<file path="src/rtl/dmem_arb_pkg.sv">
// dmem_arb_pkg: shared state encoding and access-size constants for the data memory arbiter
package dmem_arb_pkg;
  typedef enum logic [1:0] {
    IDLE  = 2'd0,
    FORCE = 2'd1,
    ACK   = 2'd2
  } state_e;
  localparam logic [2:0] ST_SW = 3'b100;
  localparam logic [2:0] ST_SH = 3'b010;
  localparam logic [2:0] ST_SB = 3'b001;
  localparam logic [4:0] LD_LW = 5'b10000;
  localparam int DEF_STARVE_LIMIT = 4;
endpackage

</file>
<file path="src/rtl/dmem_arbiter.sv">
// dmem_arbiter: shares the data memory between the core (priority) and an external word master
module dmem_arbiter
  import dmem_arb_pkg::*;
#(
  parameter int ADDR_W       = 12,
  parameter int DATA_W       = 32,
  parameter int STARVE_LIMIT = DEF_STARVE_LIMIT,
  parameter int CNT_W        = 3
) (
  input  logic              clock,
  input  logic              reset,
  input  logic [ADDR_W-1:0] core_addr,
  input  logic [DATA_W-1:0] core_wdata,
  input  logic              core_memwrite,
  input  logic [2:0]        core_st,
  input  logic [4:0]        core_ld,
  output logic [DATA_W-1:0] core_rdata,
  output logic              core_stall,
  input  logic              ext_req,
  input  logic              ext_we,
  input  logic [ADDR_W-1:0] ext_addr,
  input  logic [DATA_W-1:0] ext_wdata,
  output logic              ext_ack,
  output logic [DATA_W-1:0] ext_rdata,
  output logic [ADDR_W-1:0] mem_addr,
  output logic [DATA_W-1:0] mem_wdata,
  output logic              mem_memwrite,
  output logic [2:0]        mem_st,
  output logic [4:0]        mem_ld,
  input  logic [DATA_W-1:0] mem_rdata
);
  state_e            state_q;
  logic [CNT_W-1:0]  wait_cnt_q;
  logic              ext_ack_q;
  logic [DATA_W-1:0] ext_rdata_q;
  logic              core_active;
  logic              ext_sel;
  assign core_active = core_memwrite | (|core_ld);
  assign ext_ack     = ext_ack_q;
  assign ext_rdata   = ext_rdata_q;
  // Arbitration FSM: idle-cycle grants, starvation counting, forced slot and one-cycle ack
  always_ff @(posedge clock or posedge reset) begin
    if (reset) begin
      state_q     <= IDLE;
      wait_cnt_q  <= '0;
      ext_ack_q   <= 1'b0;
      ext_rdata_q <= '0;
    end else begin
      case (state_q)
        IDLE: begin
          if (ext_req && !core_active) begin
            ext_rdata_q <= mem_rdata;
            wait_cnt_q  <= '0;
            ext_ack_q   <= 1'b1;
            state_q     <= ACK;
          end else if (ext_req) begin
            wait_cnt_q <= wait_cnt_q + CNT_W'(1);
            if (wait_cnt_q == CNT_W'(STARVE_LIMIT - 1)) state_q <= FORCE;
          end else begin
            wait_cnt_q <= '0;
          end
        end
        FORCE: begin
          wait_cnt_q <= '0;
          if (ext_req) begin
            ext_rdata_q <= mem_rdata;
            ext_ack_q   <= 1'b1;
            state_q     <= ACK;
          end else begin
            state_q <= IDLE;
          end
        end
        default: begin
          ext_ack_q  <= 1'b0;
          wait_cnt_q <= '0;
          state_q    <= IDLE;
        end
      endcase
    end
  end
  // Memory-side mux: the external master owns the port only on a granted slot; writes are gated by reset
  always_comb begin
    ext_sel      = ext_req && (state_q == FORCE || (state_q == IDLE && !core_active));
    mem_addr     = ext_sel ? (ext_addr & ~ADDR_W'(3)) : core_addr;
    mem_wdata    = ext_sel ? ext_wdata : core_wdata;
    mem_memwrite = !reset && (ext_sel ? ext_we : core_memwrite);
    mem_st       = ext_sel ? (ext_we ? ST_SW : 3'b000) : core_st;
    mem_ld       = ext_sel ? (ext_we ? 5'b00000 : LD_LW) : core_ld;
    core_stall   = !reset && state_q == FORCE;
    core_rdata   = mem_rdata;
  end
endmodule
</file>
<file path="config.mk">
export PLATFORM = sky130hd
export DESIGN_NAME = dmem_arbiter
export DESIGN_NICKNAME = d
export VERILOG_FILES = /design/src/rtl/dmem_arb_pkg.sv /design/src/rtl/dmem_arbiter.sv
export SDC_FILE = /design/constraint.sdc
export NUM_CORES = 1
export LEC_CHECK = 0
export ABC_CLOCK_PERIOD_IN_PS = 5700
export CORE_ASPECT_RATIO = 0.7
export CORE_MARGIN = 4
export CORE_UTILIZATION = 30
export CTS_BUF_LIST = sky130_fd_sc_hd__clkbuf_16
export DETAILED_ROUTE_END_ITERATION = 12
export HOLD_SLACK_MARGIN = 0.1
export PLACE_DENSITY = 0.81
export SKIP_CTS_REPAIR_TIMING = 1
export SYNTH_ARGS = -nofsm -noshare
export SYNTH_HDL_FRONTEND = slang
export SYNTH_SLANG_ARGS = --single-unit
export TNS_END_PERCENT = 20
</file>
<file path="constraint.sdc">
create_clock -name clock -period 5.7 [get_ports clock]
set_clock_uncertainty 0.2 [all_clocks]
set_input_delay 1.14 -clock clock [delete_from_list [all_inputs] [get_ports clock]]
set_output_delay 1.14 -clock clock [all_outputs]
set_load 0.05 [all_outputs]
</file>
==> results by group, run 1 <==
Die
  – Width of the die: 121.1 µm
  – Initial Util: 31.30%
  – Die area: 10560 µm²
  – DIE HEIGHT: 87.17 µm
  – Site Rows: 28
  – Core area: 8583 µm²
  – I/O pins: 252

Synth
  – Count leader, synth: mux2_4
  – Synth Area in Adders: 0.9315%
  – Count of cell types in the netlist: 21
  – Dominant synthesized flop cell: dfrtp_1
  – Post-Synth Simple-Gate Area: 3.912%
  – Yosys reg bits: 38
  – Avg Inst Size Synth: 14.29 µm²
  – Top cell type's share of synthesized area: 40.80%
  – Compound-Gate Fraction of Synth Area: 1.630%
  – Post-Syn Nets: 323
  – Synth Area in XOR/XNOR: 0%
  – Syn Inst Count: 188
  – Largest family of logic cells by synthesized area: multiplexers
  – Mapped cell area: 2686 µm²
  – Post-synth EDFFs: 0
  – Yosys warns: 0
  – Seq/Total Area, Yosys: 35.40%
  – Cell taking the most area after synthesis: mux2_4
  – Post-synth top cells: 73 x mux2_4, 38 x dfrtp_1, 32 x buf_4
  – Synth async-reset ratio: 100.0%
  – Mux share of post-synthesis cell area: 42.01%
  – Synth top area cells: mux2_4 41%, dfrtp_1 35%, buf_4 8.9%

Worst setup path
  – CP Capture Type: output port
  – Critical path's largest stage delay: 0.70 ns
  – Critical path data required time: 4.36 ns
  – Crit Reg-Reg Endpoint: ext_rdata[1]
  – Crit path DAT: 3.95 ns
  – Slowest cell on crit path: clkdlybuf4s50_1
  – CP Class: input port to output port
  – Launching point of the worst reg2reg path: state_q[1]
  – Most frequent CP cell: clkdlybuf4s50_1
  – Crit path max fanout: 34
  – Reg2reg path depth: 4
  – Critical path launch point type: input port
  – Worst reg-to-reg setup slack: 3.61 ns
  – Crit path cell chain: clkdlybuf4s50_1 > or4_4 > o41a_2 > buf_4 > mux2_4 > clkdlybuf4s50_1

Final layout
  – Final Cell Area: 5095 µm²
  – Share of post-route cells with drive strength above 1: 21.92%
  – Nets: 541
  – Area Growth Syn to Fin: 89.66%
  – N_diodes: 0

Worst hold path
  – WHS Path Cells: 1
  – Worst min-delay path endpoint: wait_cnt_q[0]
  – HP Class: register to register
  – HP Start: wait_cnt_q[0]

CTS
  – Skew-Pair Late Insertion Delay: 0.27 ns
  – CTS sink count: 38
  – CTS clk-pin slew, worst paths: 0.06 ns
  – Max clock buf depth: 2
  – TritonCTS clock tree: done
  – Num CTS Buffers: 5
  – CTS root buf: clkbuf_16
  – H-tree Lvls: 2

Timing
  – Fin Hold WS: 0.2490 ns
  – RSZ-0062 raised after global routing: false
  – Final Cycle Share: 92.85%
  – Final TNS setup: 0 ns
  – F_max: 0.1890 GHz
  – Max_slew headroom: 40.90%
  – Final setup fails: 0
  – Final WS setup: 0.4076 ns
  – Final Hold Vio Count: 0
  – Crit path time final: 5.292 ns
  – Slew Viols, Final: 0
  – Worst slew pin tran: 0.8754 ns

Power
  – Leakage: 2.360 nW
  – Max VDD drop: 0.2206 mV
  – PD cells: 330.7 nW/µm²

Global route
  – First-pass GRT wire length: 13.12 mm
  – Overall Global Routing Usage: 15.58%
  – Vias in the first global route: 2454
  – Largest net degree at the start of global routing: 49
  – Total grt overflow: 0
  – Initial antenna violation count: 0

Place
  – Post-DP Area: 4960 µm²
  – Place WS: 0.3914 ns
  – DP HPWL: 7.252 mm
  – RD Place Congestion: 0.7701
  – PortBufs: 249

Run status
  – Status: finished, final reports clean

Routing
  – WL/cell: 16.62 µm
  – DRC Markers: 0
  – Remaining antenna violation count: 0
  – DR iter-0 viols: 43
  – Routed WL: 8.742 mm
  – DR pass1 iterations: 5
  – Routed vias/inst: 4.183
  – Routed vias: 2200

Job
  – Max_cap viols: 0
cells in the final DEF (no fill, tap or decap), types with 3 or more instances in the layout:
master / count
dfrtp_1: 38
and2_1: 8
mux2_4: 73
inv_1: 7
clkbuf_16: 5
nor2_1: 5
clkdlybuf4s50_1: 248
buf_4: 3
through the flow:
step	cells	utilization [%]	power (W)
global placement	519	57.78	0.001423
global route	526	59.36	0.001757
CTS	526	59.36	0.001706
finish	526	59.36	0.001685
detailed placement	519	57.78	0.001436
floorplan	188	-	0.001074
state kept, by name, indices dropped and copies added, names as in the netlist:
register,count
ext_rdata,32
wait_cnt_q,3
state_q,2
ext_ack,1
metal layers:
layer | vias to the layer above | share of wire, % | track usage (%)
met4 | 0 | 0.88 | 4.424
li1 | 1050 | - | -
met5 | - | 0 | 0
met2 | 115 | 51 | 27.57
met1 | 1029 | 41 | 18.43
met3 | 6 | 7.7 | 4.675
kinds of logic after synthesis:
group / count (synthesis)
mux: 76
buf+inv: 49
flops: 38
simple gates: 18
compound gates: 5
fa+ha+maj: 2
power by group:
part	switching [W]	internal, W	total, W	leakage [nW]
Combinational	0.000582	0.000428	0.00101	1.81
Sequential	0.0000534	0.000364	0.000418	0.482
Clock	0.0000992	0.000158	0.000257	0.0694
critical path, delay by kind of cell:
kind                   cells  cell delay, ns
muxes                      1            0.37
AOI/OAI and AO/OA          1            0.43
and+or+nand+nor            1            0.55
buffers and inverters      3            1.44
cell type report:
class / instances / area [µm²]
multi-input cells: 101 / 1304
fillers: 700 / 3488
clock inverters: 2 / 10.01
flip-flops and latches: 38 / 950.9
repair buffers: 252 / 2525
inverters: 8 / 30.03
clock buffers: 5 / 125.1
well taps: 120 / 150.1
how the worst max path moves through the flow:
stage / start / to / cells after the start
floorplan: core_ld[0] / mem_ld[4] / 5
global route: core_ld[0] / mem_addr[4] / 6
CTS: core_ld[0] / mem_wdata[8] / 6
finish: core_ld[0] / mem_wdata[8] / 6
detailed placement: core_ld[0] / mem_wdata[31] / 6
global placement: core_ld[0] / mem_wdata[8] / 6
No activity file was read; power rests on OpenSTA's default activity.
==> run 2, diff against run 1 <==
--- a/config.mk
+++ b/config.mk
@@ -7,7 +7,7 @@
 export LEC_CHECK = 0
 export ABC_CLOCK_PERIOD_IN_PS = 5700
 export CORE_ASPECT_RATIO = 0.7
-export CORE_MARGIN = 4
+export CORE_MARGIN = 2
 export CORE_UTILIZATION = 30
 export CTS_BUF_LIST = sky130_fd_sc_hd__clkbuf_16
 export DETAILED_ROUTE_END_ITERATION = 12
==> run 2 against run 1 <==
Final cell count increased by 0.19%. Sequential share of layout area about the same. Register-to-register slack got worse by 0.44 ns. Global-route usage increased by 1.4 points. Largest power group unchanged. Clock-buffer cell count unchanged. Largest cell class unchanged. Power increased by 2.9%.
==> results by group, run 2 (same netlist as run 1, synthesis figures left out) <==
Worst setup path
  – Critical path's largest stage delay: 0.83 ns (+0.13 ns)
  – CP Class: input port to output port
  – Critical path data required time: 4.36 ns (about the same)
  – Slowest cell on crit path: clkdlybuf4s50_1
  – CP Capture Type: output port
  – Crit path cell chain: clkdlybuf4s50_1 > or4_4 > o41a_2 > buf_4 > mux2_4 > clkdlybuf4s50_1
  – Reg2reg path depth: 5 (+1)
  – Worst reg-to-reg setup slack: 3.17 ns (-0.44 ns)
  – Most frequent CP cell: clkdlybuf4s50_1
  – Crit path max fanout: 30 (-12%)
  – Crit Reg-Reg Endpoint: ext_rdata[6]
  – Crit path DAT: 3.93 ns (-0.02 ns)
  – Crit. Startpoint: core_ld[0]
  – Launching point of the worst reg2reg path: state_q[1]
  – Critical path launch point type: input port

Die
  – Width of the die: 117.1 µm (-3.3%)
  – Core area: 8583 µm² (unchanged)
  – DIE HEIGHT: 83.17 µm (-4.6%)
  – I/O pins: 252 (unchanged)
  – Initial Util: 31.30% (unchanged)
  – Site Rows: 28 (unchanged)
  – Die area: 9739 µm² (-7.7%)

Timing
  – Crit path time final: 5.273 ns (-0.01947 ns)
  – Slew Viols, Final: 0 (unchanged)
  – Max_slew headroom: 41.72% (+0.82 points)
  – RSZ-0062 raised after global routing: false
  – Worst slew pin tran: 0.8633 ns (-0.01215 ns)
  – F_max: 0.1896 GHz (+0.37%)
  – Final TNS setup: 0 ns (unchanged)
  – Final setup fails: 0 (unchanged)
  – Final Hold Vio Count: 0 (unchanged)
  – Final Cycle Share: 92.51% (-0.34 points)

Final layout
  – Share of post-route cells with drive strength above 1: 22.85% (+0.93 points)
  – Nets: 542 (+0.18%)
  – Max reg flops: 32 (unchanged)
  – Commonest cells after routing, fill and taps aside: 243 x clkdlybuf4s50_1, 73 x mux2_4, 38 x dfrtp_1
  – Final Cell Area: 5101 µm² (+0.12%)
  – FILL cells: 682 (-2.6%)
  – Commonest non-fill, non-tap cell in the layout: clkdlybuf4s50_1
  – Area Growth Syn to Fin: 89.89%
  – N_diodes: 0 (unchanged)

CTS
  – Num CTS Buffers: 5 (unchanged)
  – CTS root buf: clkbuf_16
  – H-tree Lvls: 2 (unchanged)
  – Max clock buf depth: 2 (unchanged)
  – CTS clk-pin slew, worst paths: 0.05 ns (about the same)
  – Skew-Pair Late Insertion Delay: 0.27 ns (about the same)
  – CTS sink count: 38 (unchanged)
  – TritonCTS clock tree: done

Routing
  – Routed vias: 2262 (+2.8%)
  – Routed vias/inst: 4.292 (+2.6%)
  – DR iter-0 viols: 58 (+35%)
  – DR pass1 iterations: 4 (-1)
  – Routed WL: 8.741 mm (about the same)
  – WL/cell: 16.59 µm (-0.20%)
  – Remaining antenna violation count: 0 (unchanged)
  – DRC Markers: 0 (unchanged)

Power
  – PD cells: 339.7 nW/µm² (+2.7%)
  – Max VDD drop: 0.3304 mV (+50%)
  – Leakage: 2.368 nW (+0.31%)

Run status
  – Status: finished, final reports clean

Worst hold path
  – HP Start: wait_cnt_q[0]
  – HP Class: register to register
  – WHS Path Cells: 1 (unchanged)
  – Worst min-delay path endpoint: wait_cnt_q[0]

Global route
  – First-pass GRT wire length: 13.09 mm (-0.21%)
  – Vias in the first global route: 2520 (+2.7%)
  – Initial antenna violation count: 0 (unchanged)
  – Total grt overflow: 0 (unchanged)
  – Overall Global Routing Usage: 17.02% (+1.4 points)
  – Largest net degree at the start of global routing: 39 (-20%)

Place
  – PortBufs: 249 (unchanged)
  – RD Place Congestion: 0.7850 (+1.9%)
  – DP HPWL: 6.907 mm (-4.8%)
  – Post-DP Area: 4942 µm² (-0.35%)

Job
  – Max_cap viols: 0 (unchanged)
-- run 2: cell types whose count changed in the layout (fill, tap and decap cells not counted), sizes merged --
cell           previous run  this run
clkdlybuf4s50           248       243
buf                       4        10
bufinv                    0         1
inv                       8         7
-- run 2: power breakdown --
| group | total (W) | switching (W) | internal (W) |
|---|---|---|---|
| Sequential | 0.000420 | 0.0000553 | 0.000364 |
| Clock | 0.000305 | 0.000102 | 0.000202 |
| Combinational | 0.00101 | 0.000582 | 0.000427 |
-- run 2: cell type report --
type | count | area [µm²] | share of cell area (%)
clock buffers | 5 | 125.1 | 2.453
clock inverters | 2 | 33.78 | 0.6623
inverters | 8 | 30.03 | 0.5887
multi-input cells | 101 | 1304 | 25.56
flip-flops and latches | 38 | 950.9 | 18.64
well taps | 120 | 150.1 | 2.943
repair buffers | 253 | 2507 | 49.15
-- run 2: stage by stage --
step	power, W	cells	hold slack (ns)	worst slack (ns)	utilization, %
global placement	0.001422	520	0.2227	0.4652	57.58
CTS	0.001750	527	0.2516	0.4221	59.43
finish	0.001733	527	0.2542	0.4271	59.43
floorplan	0.001074	188	0.2099	1.255	-
global route	0.001800	527	0.2869	0.3867	59.43
detailed placement	0.001434	520	0.2443	0.4324	57.58
-- run 2: routing by layer --
| layer | part of all wire [%] | vias to the layer above | track usage, % |
|---|---|---|---|
| met5 | 0 | - | 0 |
| met3 | 10 | 12 | 5.985 |
| met1 | 38 | 1069 | 19.14 |
| li1 | - | 1054 | - |
| met4 | 1.5 | 0 | 5.027 |
| met2 | 51 | 127 | 30.01 |
-- run 2: worst max path at each step --
stage | endpoint | slack [ns]
2_1_floorplan | mem_ld[4] | 1.26
6_report | mem_wdata[23] | 0.43
3_5_place_dp | mem_wdata[22] | 0.43
5_1_grt | mem_wdata[23] | 0.39
3_3_place_gp | mem_wdata[22] | 0.47
4_1_cts | mem_wdata[22] | 0.42
-- run 2: worst max-delay path, delay by kind of cell --
family / cells / cell delay [ns]
multiplexers: 1 / 0.25
buffers and inverters: 3 / 1.54
AO/OA/AOI/OAI: 1 / 0.40
AND/OR/NAND/NOR: 1 / 0.57
